<file path="config.mk">
export PLATFORM = sky130hd
export DESIGN_NAME = fetch_unit
export DESIGN_NICKNAME = d
export VERILOG_FILES = /design/src/rtl/mips_pkg.sv /design/src/rtl/fetch_predecode.sv /design/src/rtl/fetch_unit.sv
export SDC_FILE = /design/constraint.sdc
export NUM_CORES = 1
export LEC_CHECK = 0
export BUFFER_PORTS_ARGS = -buffer_cell sky130_fd_sc_hd__buf_2
export CAP_MARGIN = 15
export CORE_MARGIN = 2
export CORE_UTILIZATION = 49
export DETAILED_ROUTE_END_ITERATION = 8
export HOLD_SLACK_MARGIN = 0.02
export PLACE_DENSITY = 0.91
export SLEW_MARGIN = 25
export SYNTH_ARGS = -nofsm -noshare
export SYNTH_HDL_FRONTEND = slang
export SYNTH_SLANG_ARGS = --single-unit
</file>
<file path="constraint.sdc">
create_clock -name clk -period 2.35 [get_ports clk]
set_clock_uncertainty 0.05 [all_clocks]
set_input_delay 0.235 -clock clk [delete_from_list [all_inputs] [get_ports clk]]
set_output_delay 0.235 -clock clk [all_outputs]
set_load 0.05 [all_outputs]
</file>
<file path="src/rtl/mips_pkg.sv">
// -----------------------------------------------------------------------------
// mips_pkg
// Shared definitions for the MIPS front end: instruction width, the J/JAL
// opcodes recognised by fetch predecode, and the fetch FSM state encoding.
// -----------------------------------------------------------------------------
package mips_pkg;

    localparam int INSTR_W = 32;

    localparam logic [5:0] OP_J   = 6'b000010;
    localparam logic [5:0] OP_JAL = 6'b000011;

    typedef enum logic {
        S_FETCH = 1'b0,
        S_HOLD  = 1'b1
    } fetch_state_e;

    // True for the two absolute-jump opcodes whose target is encoded in the word.
    function automatic logic is_jtype(input logic [5:0] op);
        return (op == OP_J) || (op == OP_JAL);
    endfunction

endpackage

</file>
<file path="src/rtl/fetch_predecode.sv">
// -----------------------------------------------------------------------------
// fetch_predecode
// Combinational J/JAL detection on the word returned by instruction memory,
// with the absolute jump target formed from the fetching PC's upper nibble.
//
// Ports:
//   pc_plus4    in  32  address of the word being fetched, plus 4
//   rdata       in  32  instruction word from memory
//   is_jump     out 1   word is J or JAL
//   jump_target out 32  {pc_plus4[31:28], rdata[25:0], 2'b00}
// -----------------------------------------------------------------------------
module fetch_predecode
    import mips_pkg::*;
(
    input  logic [31:0]        pc_plus4,
    input  logic [INSTR_W-1:0] rdata,
    output logic               is_jump,
    output logic [31:0]        jump_target
);

    assign is_jump     = is_jtype(rdata[31:26]);
    assign jump_target = {pc_plus4[31:28], rdata[25:0], 2'b00};

endmodule

</file>
<file path="src/rtl/fetch_unit.sv">
// -----------------------------------------------------------------------------
// fetch_unit
// Instruction fetch stage: owns the PC, requests words from instruction memory
// (req/ready), holds each fetched word for decode (valid/ready) and accepts
// PC redirects from branch/jump resolution. A redirect overrides everything.
//
// Optional feature: define FETCH_PREDECODE_EN to follow J/JAL targets directly
// at capture time instead of waiting for an external redirect.
//
// Ports:
//   clk, rst_n                 clock, asynchronous active-low reset
//   imem_req/imem_addr         request and word-aligned byte address to memory
//   imem_ready/imem_rdata      memory accept and same-cycle instruction word
//   instr_valid/instr_ready    handshake to decode
//   instr, instr_pc, pc_plus4  held instruction, its address, address + 4
//   opcode, funct              instr[31:26], instr[5:0] to the control unit
//   redirect_valid/redirect_pc taken branch/jump and its target
//   stall_cnt                  saturating count of FETCH cycles without ready
// -----------------------------------------------------------------------------
module fetch_unit
    import mips_pkg::*;
#(
    parameter logic [31:0] RESET_PC = 32'h0000_0000,
    parameter int          CNT_W    = 16
) (
    input  logic               clk,
    input  logic               rst_n,
    output logic               imem_req,
    output logic [31:0]        imem_addr,
    input  logic               imem_ready,
    input  logic [INSTR_W-1:0] imem_rdata,
    output logic               instr_valid,
    input  logic               instr_ready,
    output logic [INSTR_W-1:0] instr,
    output logic [31:0]        instr_pc,
    output logic [31:0]        pc_plus4,
    output logic [5:0]         opcode,
    output logic [5:0]         funct,
    input  logic               redirect_valid,
    input  logic [31:0]        redirect_pc,
    output logic [CNT_W-1:0]   stall_cnt
);

    fetch_state_e       state_q, state_d;
    logic [31:0]        pc_q, pc_d;
    logic [INSTR_W-1:0] instr_q, instr_d;
    logic [31:0]        instr_pc_q, instr_pc_d;
    logic               instr_valid_q, instr_valid_d;
    logic [CNT_W-1:0]   stall_cnt_q, stall_cnt_d;

    logic [31:0]        pc_inc;
    logic [31:0]        pc_after_capture;

    // Redirect targets are word addresses; the byte-offset bits are dropped.
    logic               unused_redirect_lsbs;
    assign unused_redirect_lsbs = ^redirect_pc[1:0];

    assign pc_inc = pc_q + 32'd4;   // wraps modulo 2^32

`ifdef FETCH_PREDECODE_EN
    logic        pd_is_jump;
    logic [31:0] pd_target;

    fetch_predecode u_predecode (
        .pc_plus4    (pc_inc),
        .rdata       (imem_rdata),
        .is_jump     (pd_is_jump),
        .jump_target (pd_target)
    );

    assign pc_after_capture = pd_is_jump ? pd_target : pc_inc;
`else
    assign pc_after_capture = pc_inc;
`endif

    always_comb begin
        // NOTE: every next-state signal defaults to its current value first, so
        // no path through the branches below can leave one unassigned (latch).
        state_d       = state_q;
        pc_d          = pc_q;
        instr_d       = instr_q;
        instr_pc_d    = instr_pc_q;
        instr_valid_d = instr_valid_q;
        stall_cnt_d   = stall_cnt_q;

        // A waiting request counts as a stall even if a redirect also arrives.
        if ((state_q == S_FETCH) && !imem_ready && (stall_cnt_q != {CNT_W{1'b1}})) begin
            stall_cnt_d = stall_cnt_q + CNT_W'(1);
        end

        if (redirect_valid) begin
            // Any word returned this cycle is dropped; a pending consume in
            // HOLD simply completes because valid is cleared either way.
            pc_d          = {redirect_pc[31:2], 2'b00};
            instr_valid_d = 1'b0;
            state_d       = S_FETCH;
        end else begin
            case (state_q)
                S_FETCH: begin
                    if (imem_ready) begin
                        instr_d       = imem_rdata;
                        instr_pc_d    = pc_q;
                        instr_valid_d = 1'b1;
                        pc_d          = pc_after_capture;
                        state_d       = S_HOLD;
                    end
                end
                S_HOLD: begin
                    if (instr_ready) begin
                        instr_valid_d = 1'b0;
                        state_d       = S_FETCH;
                    end
                end
                default: state_d = S_FETCH;
            endcase
        end
    end

    // NOTE: sequential state uses non-blocking assignments so every flop samples
    // the pre-edge values regardless of statement order.
    always_ff @(posedge clk or negedge rst_n) begin
        if (!rst_n) begin
            state_q       <= S_FETCH;
            pc_q          <= RESET_PC;
            instr_q       <= '0;
            instr_pc_q    <= '0;
            instr_valid_q <= 1'b0;
            stall_cnt_q   <= '0;
        end else begin
            state_q       <= state_d;
            pc_q          <= pc_d;
            instr_q       <= instr_d;
            instr_pc_q    <= instr_pc_d;
            instr_valid_q <= instr_valid_d;
            stall_cnt_q   <= stall_cnt_d;
        end
    end

    // Request depends only on state; gating with rst_n drops it the moment
    // reset asserts and raises it in the first cycle after release.
    assign imem_req    = (state_q == S_FETCH) && rst_n;
    assign imem_addr   = pc_q;
    assign instr_valid = instr_valid_q;
    assign instr       = instr_q;
    assign instr_pc    = instr_pc_q;
    assign pc_plus4    = instr_pc_q + 32'd4;
    assign opcode      = instr_q[31:26];
    assign funct       = instr_q[5:0];
    assign stall_cnt   = stall_cnt_q;

endmodule

</file>
==> results of run 1 <==
==> power groups by stage <==
| stage | Clock, uW | Sequential [uW] | Combinational (uW) |
|---|---|---|---|
| after global placement | 0 | 2680 | 3260 |
| after detailed placement | 0 | 2710 | 3310 |
| after floorplan | 0 | 3820 | 1430 |
| after CTS | 1470 | 2650 | 3500 |
| final | 1440 | 2660 | 3550 |
| after global routing | 1530 | 2720 | 3700 |
==> path summary, 6_finish.rpt <==
kind	end	slack, ps	depth (start not counted)
worst min register to register	stall_cnt[15]	440	1
worst min-delay path	imem_addr[5]	50	3
worst max-delay path	pc_plus4[31]	-140	5
min in group asynchronous	stall_cnt[13]	530	3
max in group asynchronous	instr_pc[7]	1190	3
worst max register to register	imem_addr[31]	90	5
==> registers in the layout (all words and copies together) (netlist names) <==
signal and flops:
imem_addr 30, state_q 1, instr_pc 30, instr 32
instr_valid 1, stall_cnt 16
==> metrics by stage <==
stage               TNS, ps  setup slack [ps]  area [sq um]
finish                 -341              -142          7880
global route          -1520              -246          7880
CTS                    -393              -106          7620
detailed placement        0              52.2          7110
global placement          0               109          7110
floorplan             -49.8             -19.6          5930
==> cells by family (layout without fill, tap and decap cells) <==
family / Yosys count / in the layout / share of synthesized area
simple gates: 172 / 172 / 0.174
mux: 64 / 64 / 0.129
buf+inv: 51 / 287 / 0.0489
xor+xnor: 54 / 54 / 0.0849
compound gates: 54 / 54 / 0.0620
flops: 110 / 110 / 0.494
fa+ha+maj: 3 / 3 / 0.00674
other cells: 1 / 7 / 0.000673
==> layout by cell type (no fill, tap or decap), drive strengths merged, types with 5 or more instances in the layout <==
master    n
conb      6
o31ai     8
or4      13
xor2      9
inv       9
nand2    41
nand4    23
o211ai    9
mux2     63
xnor2    45
o21ai    21
and3     10
and4      7
buf     261
nor2     16
nand3    29
a31oi    10
clkbuf   12
nor4      5
or3       7
dfrtp   110
==> final cells by class <==
class | count | area, sq um | area share
Inverter | 9 | 36.3 | 0.00461
Sequential cell | 110 | 2780 | 0.352
Clock buffer | 12 | 246 | 0.0313
Timing Repair Buffer | 262 | 1580 | 0.200
Tap cell | 140 | 175 | 0.0222
Multi-Input combinational cell | 353 | 3030 | 0.385
Clock inverter | 4 | 32.5 | 0.00413
Antenna cell | 1 | 2.50 | 0.000318
==> worst max-delay path, cell delays in order, from the launching register on <==
cell and delay [ps]:
sky130_fd_sc_hd__dfrtp_1 540, sky130_fd_sc_hd__and4_1 380, sky130_fd_sc_hd__and4_1 320, sky130_fd_sc_hd__nand4_1 240, sky130_fd_sc_hd__xnor2_4 220, sky130_fd_sc_hd__buf_6 170
==> metal layers <==
metal	vias to the layer above	wire length (microns)	GRT usage
li1	2284	-	-
met1	2441	6010	0.285
met2	185	8400	0.434
met3	25	831	0.0527
met4	0	295	0.0892
met5	-	0	0
==> repair_timing <==
action / 4_1_cts / 5_1_grt
hold buffers: 1 / 0
setup endpoints to repair: 18 / 18
resized for setup: 43 / 33
buffers inserted: 11 / 13
gates cloned: 1 / 1
pin swaps: 4 / 8
hold endpoints to repair: 24 / 0
==> results.md, run 1 <==
Timing:
- Dividing the final minimum period by the clock period gives 1.06.
- Setup violations remaining at the end of the flow were counted as 5.
- The count of final max-slew check failures is 0.
- Subtracting the final worst setup slack from the clock period gives 2490 ps.
- Hold timing on the final database bottoms out at a slack of 47.7 ps.
- The final-report hold violation count is 0.
- At the pin with the least slew margin, the transition time is 714 ps.
- The highest achievable clock rate is 401 MHz.
- Setup slack on the critical path of the routed design comes to -142 ps.
- In this run the tightest slew margin relative to its limit is 0.524.
- Setup repair after global routing could not meet its margin everywhere.

Finish:
- In the final layout, the share of cells above drive strength 1 is 0.532.
- After the last flow step, the layout net total stands at 817.
- The area added between synthesis and finish is 41.3%.
- The number of standard cells in the layout, taps in and fillers out is 891.
- The share of the core filled with cells in the final layout is 0.717.
- The count of filler cells inserted in the layout is 765.

CTS:
- The tree is rooted in a sky130_fd_sc_hd__clkbuf_16.
- The clock-pin slew of the registers on the worst-case setup and hold paths is 70 ps.
- The maximum clock insertion buffer count is 2.
- The total clock sinks is 110.
- The clock buffer count from CTS is 9.
- The clock latency at the later pin of the worst-skew pair is 340 ps.
- TritonCTS built the clock tree.
- The level count of the clock H-tree is 3.

Route:
- Wires add up to 15500 microns.
- The detailed router's first-iteration violation count is 199.
- The number of nets with antenna violations after detailed routing is 0.
- The total iterations of the first detailed-routing run is 4.
- The mean routed wirelength per cell is 17.4 microns.
- The detailed router placed 4935 vias in this run.
- The total DRC errors in the routed layout is 0.
- The post-detailed-route via-to-cell ratio is 5.54.

Die:
- The floorplan has 38 rows.
- The top-level I/O count is 227.
- For this configuration, the core starts out at a cell density of 0.507.
- Measured along the x axis, the die boundary spans 111 microns.
- From bottom edge to top edge, the die measures 111 microns.
- The core footprint is 11000 sq um.
- The die covers 12200 sq um.

Global route:
- The first global-routing pass estimated 24200 microns of wire.
- The number of antenna violations at the first check in global routing is 1.
- The number of global-route vias before repair is 4924.
- For this run the aggregate overflow at the end of global routing stands at 0.
- Across every metal layer, demand over resource in global routing totals 0.242.
- Entering global routing, the biggest net connects 59 pins.

Critical path:
- The arrival time of the worst setup path is 2210 ps.
- The startpoint identified for the worst register-to-register timing path is imem_addr[7].
- The most critical setup path has its startpoint at instr_pc[24].
- STA classifies the critical path startpoint as a register.
- Of all nets on the critical path, the largest fanout is 6.
- The critical path required time is 2070 ps.
- The endpoint class of the critical path is an output port.
- The type of the worst setup path is register to output port.

Power and ir drop:
- In this run the power spent charging and discharging nets is 3590 uW.
- The proportion of power drawn by combinational gates is 0.465.
- Of the total power, the share spent switching nets is 0.470.
- The total power divided by cell area is 971 nW/um^2.
- The clock network fraction of design power is 0.188.
- The power share of the sequential group is 0.348.
- The leakage power is 0.00354 uW.
- The internal power is 4050 uW.
- The worst-case IR drop observed on VDD is 0.903 mV.
- Summing internal, switching and leakage power gives 7650 uW.

Synthesis:
- The most common cell in the synthesized netlist is sky130_fd_sc_hd__dfrtp_1.
- The warning count from the yosys run is 0.
- The commonest cells after synthesis are sky130_fd_sc_hd__dfrtp_1 (110), sky130_fd_sc_hd__mux2_2 (63), sky130_fd_sc_hd__xnor2_1 (45).
- The average cell area after synthesis is 10.9 sq um.
- The fraction of the yosys area taken by sequential cells is 0.494.
- The number of flops mapped to enable cells by yosys is 0.
- The post-synthesis register bit count is 110.
- The mapped netlist covers 5570 sq um.
- The async set-or-reset flop fraction in the synthesized netlist is 1.00.
- The most common flop cell mapped by yosys is sky130_fd_sc_hd__dfrtp_1.
- The share of Yosys cell area claimed by the top area cell type is 0.494.
- The biggest area consumer among synthesized cells is sky130_fd_sc_hd__dfrtp_1.
- In the synthesized netlist, the number of instances is 509.
- Yosys attributes the largest share of cell area to sky130_fd_sc_hd__dfrtp_1 (49%), sky130_fd_sc_hd__mux2_2 (13%), sky130_fd_sc_hd__xnor2_1 (7.1%).
- The number of different library cells in the post-synthesis netlist is 44.

Run status:
- The checks that failed: setup timing.
- The run finished, with violations left.

Placement:
- The congestion estimate from routability-driven global placement came to 0.804.
- Port buffering added 218 buffers.
- The final HPWL from detailed placement is 10900 microns.
- The number of cells after detailed placement is 847.

Worst hold path:
- The worst hold path belongs to the class primary input to register.
- The launch instance of the worst min-delay path is redirect_pc[5].

Run:
- The max-cap violation count is 0.
(Power assumes the default switching activity.)
==> run 2, diff against run 1 <==
- ABC_AREA: unset -> 1
- CORE_UTILIZATION: 49 -> 50
- PLACE_DENSITY: 0.91 -> 0.9
==> results.md, run 2 <==
Synthesis:
- The Yosys step of the flow raised 0 warnings.
- Synthesis inferred 110 register bits.
- In the synthesized netlist, the cells that appear most often are sky130_fd_sc_hd__nand2_1 (316), sky130_fd_sc_hd__dfrtp_1 (110), sky130_fd_sc_hd__nor2_1 (82).
- In the post-synthesis netlist, the cell with the most instances is sky130_fd_sc_hd__nand2_1.
- The share of Yosys cell area claimed by the top area cell type is 0.428.
- In the synthesized netlist, the number of instances is 873.
- The average cell area after synthesis is 7.37 sq um.
- The synthesized netlist occupies a cell area of 6440 sq um.
- Among all flip-flop cells after synthesis, the most frequent one is sky130_fd_sc_hd__dfrtp_1.
- After synthesis, the share of flip-flops with an asynchronous set or reset is 1.00.
- The fraction of the yosys area taken by sequential cells is 0.428.
- The biggest area consumer among synthesized cells is sky130_fd_sc_hd__dfrtp_1.
- In this run, synthesis inferred 0 flip-flops with an integrated enable.
- In this run, distinct cell masters in the synthesized netlist total 38.
- After synthesis, the cell types taking the most area are sky130_fd_sc_hd__dfrtp_1 (43%), sky130_fd_sc_hd__nand2_1 (18%), sky130_fd_sc_hd__xor2_1 (4.9%).

Timing:
- The headroom to the max-slew limit is 0.514.
- The routed design could run at a clock period as short as 2270 ps.
- The count of final max-slew check failures came to 0.
- The highest achievable clock rate is 441 MHz.
- The smallest setup slack after layout is 81.6 ps.
- The total negative slack for setup checks is 0 ps.
- Hold timing on the final database bottoms out at a slack of 33.6 ps.
- The total setup violations reported at the end of the flow is 0.
- The final-report hold violation count is 0.
- Dividing the final minimum period by the clock period gives 0.965.
- The transition time at the pin with the least slew margin is 730 ps.

Placement:
- The number of buffer cells added on primary ports is 218.
- The setup slack at placement is 262 ps.
- The congestion estimate from routability-driven global placement came to 0.943.
- Including well taps, the total number of placed cells is 1237.
- The final HPWL from detailed placement is 14300 microns.

Critical path:
- STA classifies the critical path endpoint as an output port.
- STA classifies the critical path startpoint as a register.
- The critical path required time is 2070 ps.
- For the worst setup path, the data arrival time is 1980 ps.
- Of all nets on the critical path, the largest fanout is 4.
- The type of the worst setup path is register to output port.

Route:
- Wires add up to 18800 microns.
- In this run, the number of DRC markers left after iteration 0 of detailed routing was 481.
- The total vias in the final route is 6431.
- For this run, the detailed router's first-pass iteration total came to 6.
- The post-detailed-route via-to-cell ratio is 5.12.
- The number of nets with antenna violations after detailed routing is 0.
- In the final routed layout, each cell accounts on average for 14.9 microns.
- For this run, design rule violations remaining after detail routing come to 0.

Finish:
- The library cell used most frequently in the layout, excluding fill and tap cells, is sky130_fd_sc_hd__nand2_1.
- For this run, the number of standard cells in the final layout without fillers is 1255.
- In the final layout, the share of cells above drive strength 1 is 0.298.
- Leaving out fill and tap cells, the most frequent cells in the layout are sky130_fd_sc_hd__nand2_1 (315), sky130_fd_sc_hd__buf_2 (203), sky130_fd_sc_hd__dfrtp_1 (104), sky130_fd_sc_hd__nor2_1 (77), sky130_fd_sc_hd__inv_1 (72).
- After the last flow step, the layout net total stands at 1150.
- The antenna cell count is 0.
- At the end of the flow the core is filled with cells to 0.644.
- The register with the most flip-flops in the layout has 32 of them.
- From synthesis to final layout, the design area changed by 26.3%.

Die:
- The initial utilization of the core area, before any placement, comes to 0.510.
- From bottom edge to top edge, the die measures 117 microns.
- The width of the die is 117 microns.
- The core footprint is 12600 sq um.
- The site row count is 41.
- The die covers 13800 sq um.
- The top-level I/O count is 227.

CTS:
- Counting the buffers created by CTS gives 9.
- TritonCTS built the clock tree.
- The level count of the clock H-tree is 3.
- The clock latency at the later pin of the worst-skew pair is 350 ps.
- The clock net in this run drives a total of 110 sinks.
- CTS placed an instance of sky130_fd_sc_hd__clkbuf_16 at the clock tree root.
- The maximum clock insertion buffer count is 2.
- The clock-pin slew of the registers on the worst-case setup and hold paths is 70 ps.

Global route:
- The first global-routing pass estimated 30400 microns of wire.
- The number of global-route vias before repair was 6152.
- The final global-route overflow total is 0.
- The global-route usage over all layers is 0.271.
- Entering global routing, the biggest net connects 93 pins.
- The number of antenna violations at the first check in global routing was 0.

Power and ir drop:
- The leakage power is 0.00418 uW.
- IR analysis of the VDD net gives a maximum drop of 0.599 mV.
- Dividing total power by cell area gives a power density of 906 nW/um^2.

Run status:
- The run finished with clean final reports.

Run:
- The max-cap violation count is 0.

Worst hold path:
- The class of the tightest hold or removal check is primary input to register.
==> run 2: cell types whose count changed after synthesis, moves of 10 or more <==
cell,previous run,this run
sky130_fd_sc_hd__nand3_1,29,50
sky130_fd_sc_hd__xor2_1,9,36
sky130_fd_sc_hd__and3_1,10,0
sky130_fd_sc_hd__inv_1,8,72
sky130_fd_sc_hd__or4_1,13,0
sky130_fd_sc_hd__nand2_1,41,316
sky130_fd_sc_hd__nor2_1,16,82
sky130_fd_sc_hd__mux2_2,63,0
sky130_fd_sc_hd__nor3_1,4,18
sky130_fd_sc_hd__o21ai_0,21,40
sky130_fd_sc_hd__xnor2_1,45,8
==> run 2: metal layers <==
layer  vias up  global-route usage  share of wire
li1       3127                   -              -
met1      2960               0.350           0.41
met2       302               0.458           0.49
met3        42              0.0388          0.072
met4         0               0.118          0.029
met5         -                   0              0
==> run 2: power by group <==
group          switching [uW]  total, uW  internal (uW)  leakage [uW]
clock                     665       1440            777      0.000140
combinational            2590       3310            721       0.00268
sequential                398       2620           2220       0.00136
total                    3650       7370           3720       0.00418
==> run 2: worst max-delay path: stages (launching register included) <==
cell                       delay [ps]
sky130_fd_sc_hd__dfrtp_1          450
sky130_fd_sc_hd__inv_1            120
sky130_fd_sc_hd__nor3_2           240
sky130_fd_sc_hd__nand2_1          100
sky130_fd_sc_hd__nor2_2           130
sky130_fd_sc_hd__nand3_1          160
sky130_fd_sc_hd__xor2_2           180
sky130_fd_sc_hd__clkbuf_4         260
==> run 2: repair_timing <==
item	in CTS	in global routing
setup buffers	0	1
resized for setup	7	30
endpoints found under the setup margin	10	18
endpoints found under the hold margin	55	0
hold buffers	1	0
pin swaps	0	1
==> run 2: layout make-up <==
class / count / area [sq um]
fillers: 1071 / 4490
well taps: 172 / 215
clock inverters: 3 / 18.8
multi-input cells: 644 / 3320
repair buffers: 232 / 1250
flip-flops and latches: 110 / 2760
inverters: 81 / 304
clock buffers: 13 / 260
==> run 2: final timing paths <==
kind,slack (ps),from,cells past startpoint,end
setup / recovery,80,instr_pc[10],7,pc_plus4[31]
setup reg to reg,580,stall_cnt[0],9,stall_cnt[7]
hold / removal,30,imem_rdata[16],3,instr[16]
max in group asynchronous,1130,rst_n,3,instr_pc[19]
hold reg to reg,420,instr[11],2,instr[11]
min in group asynchronous,570,rst_n,3,instr[23]
==> run 2: kinds of logic (layout without fill, tap and decap cells) <==
family	count (synthesis)	after routing	synth area share
and+or+nand+nor	521	521	0.355
buffers and inverters	124	329	0.0890
DFF	110	110	0.428
AOI/OAI and AO/OA	70	70	0.0620
xor gates and xnor gates	44	44	0.0599
adders and majority gates	3	3	0.00583
other	1	6	0.000583
==> run 2: metrics by stage <==
stage | area, sq um | power [uW]
4_1_cts | 8040 | 7350
5_1_grt | 8130 | 7700
3_3_place_gp | 7720 | 5830
3_5_place_dp | 7720 | 5890
2_1_floorplan | 6580 | 5080
6_report | 8130 | 7370
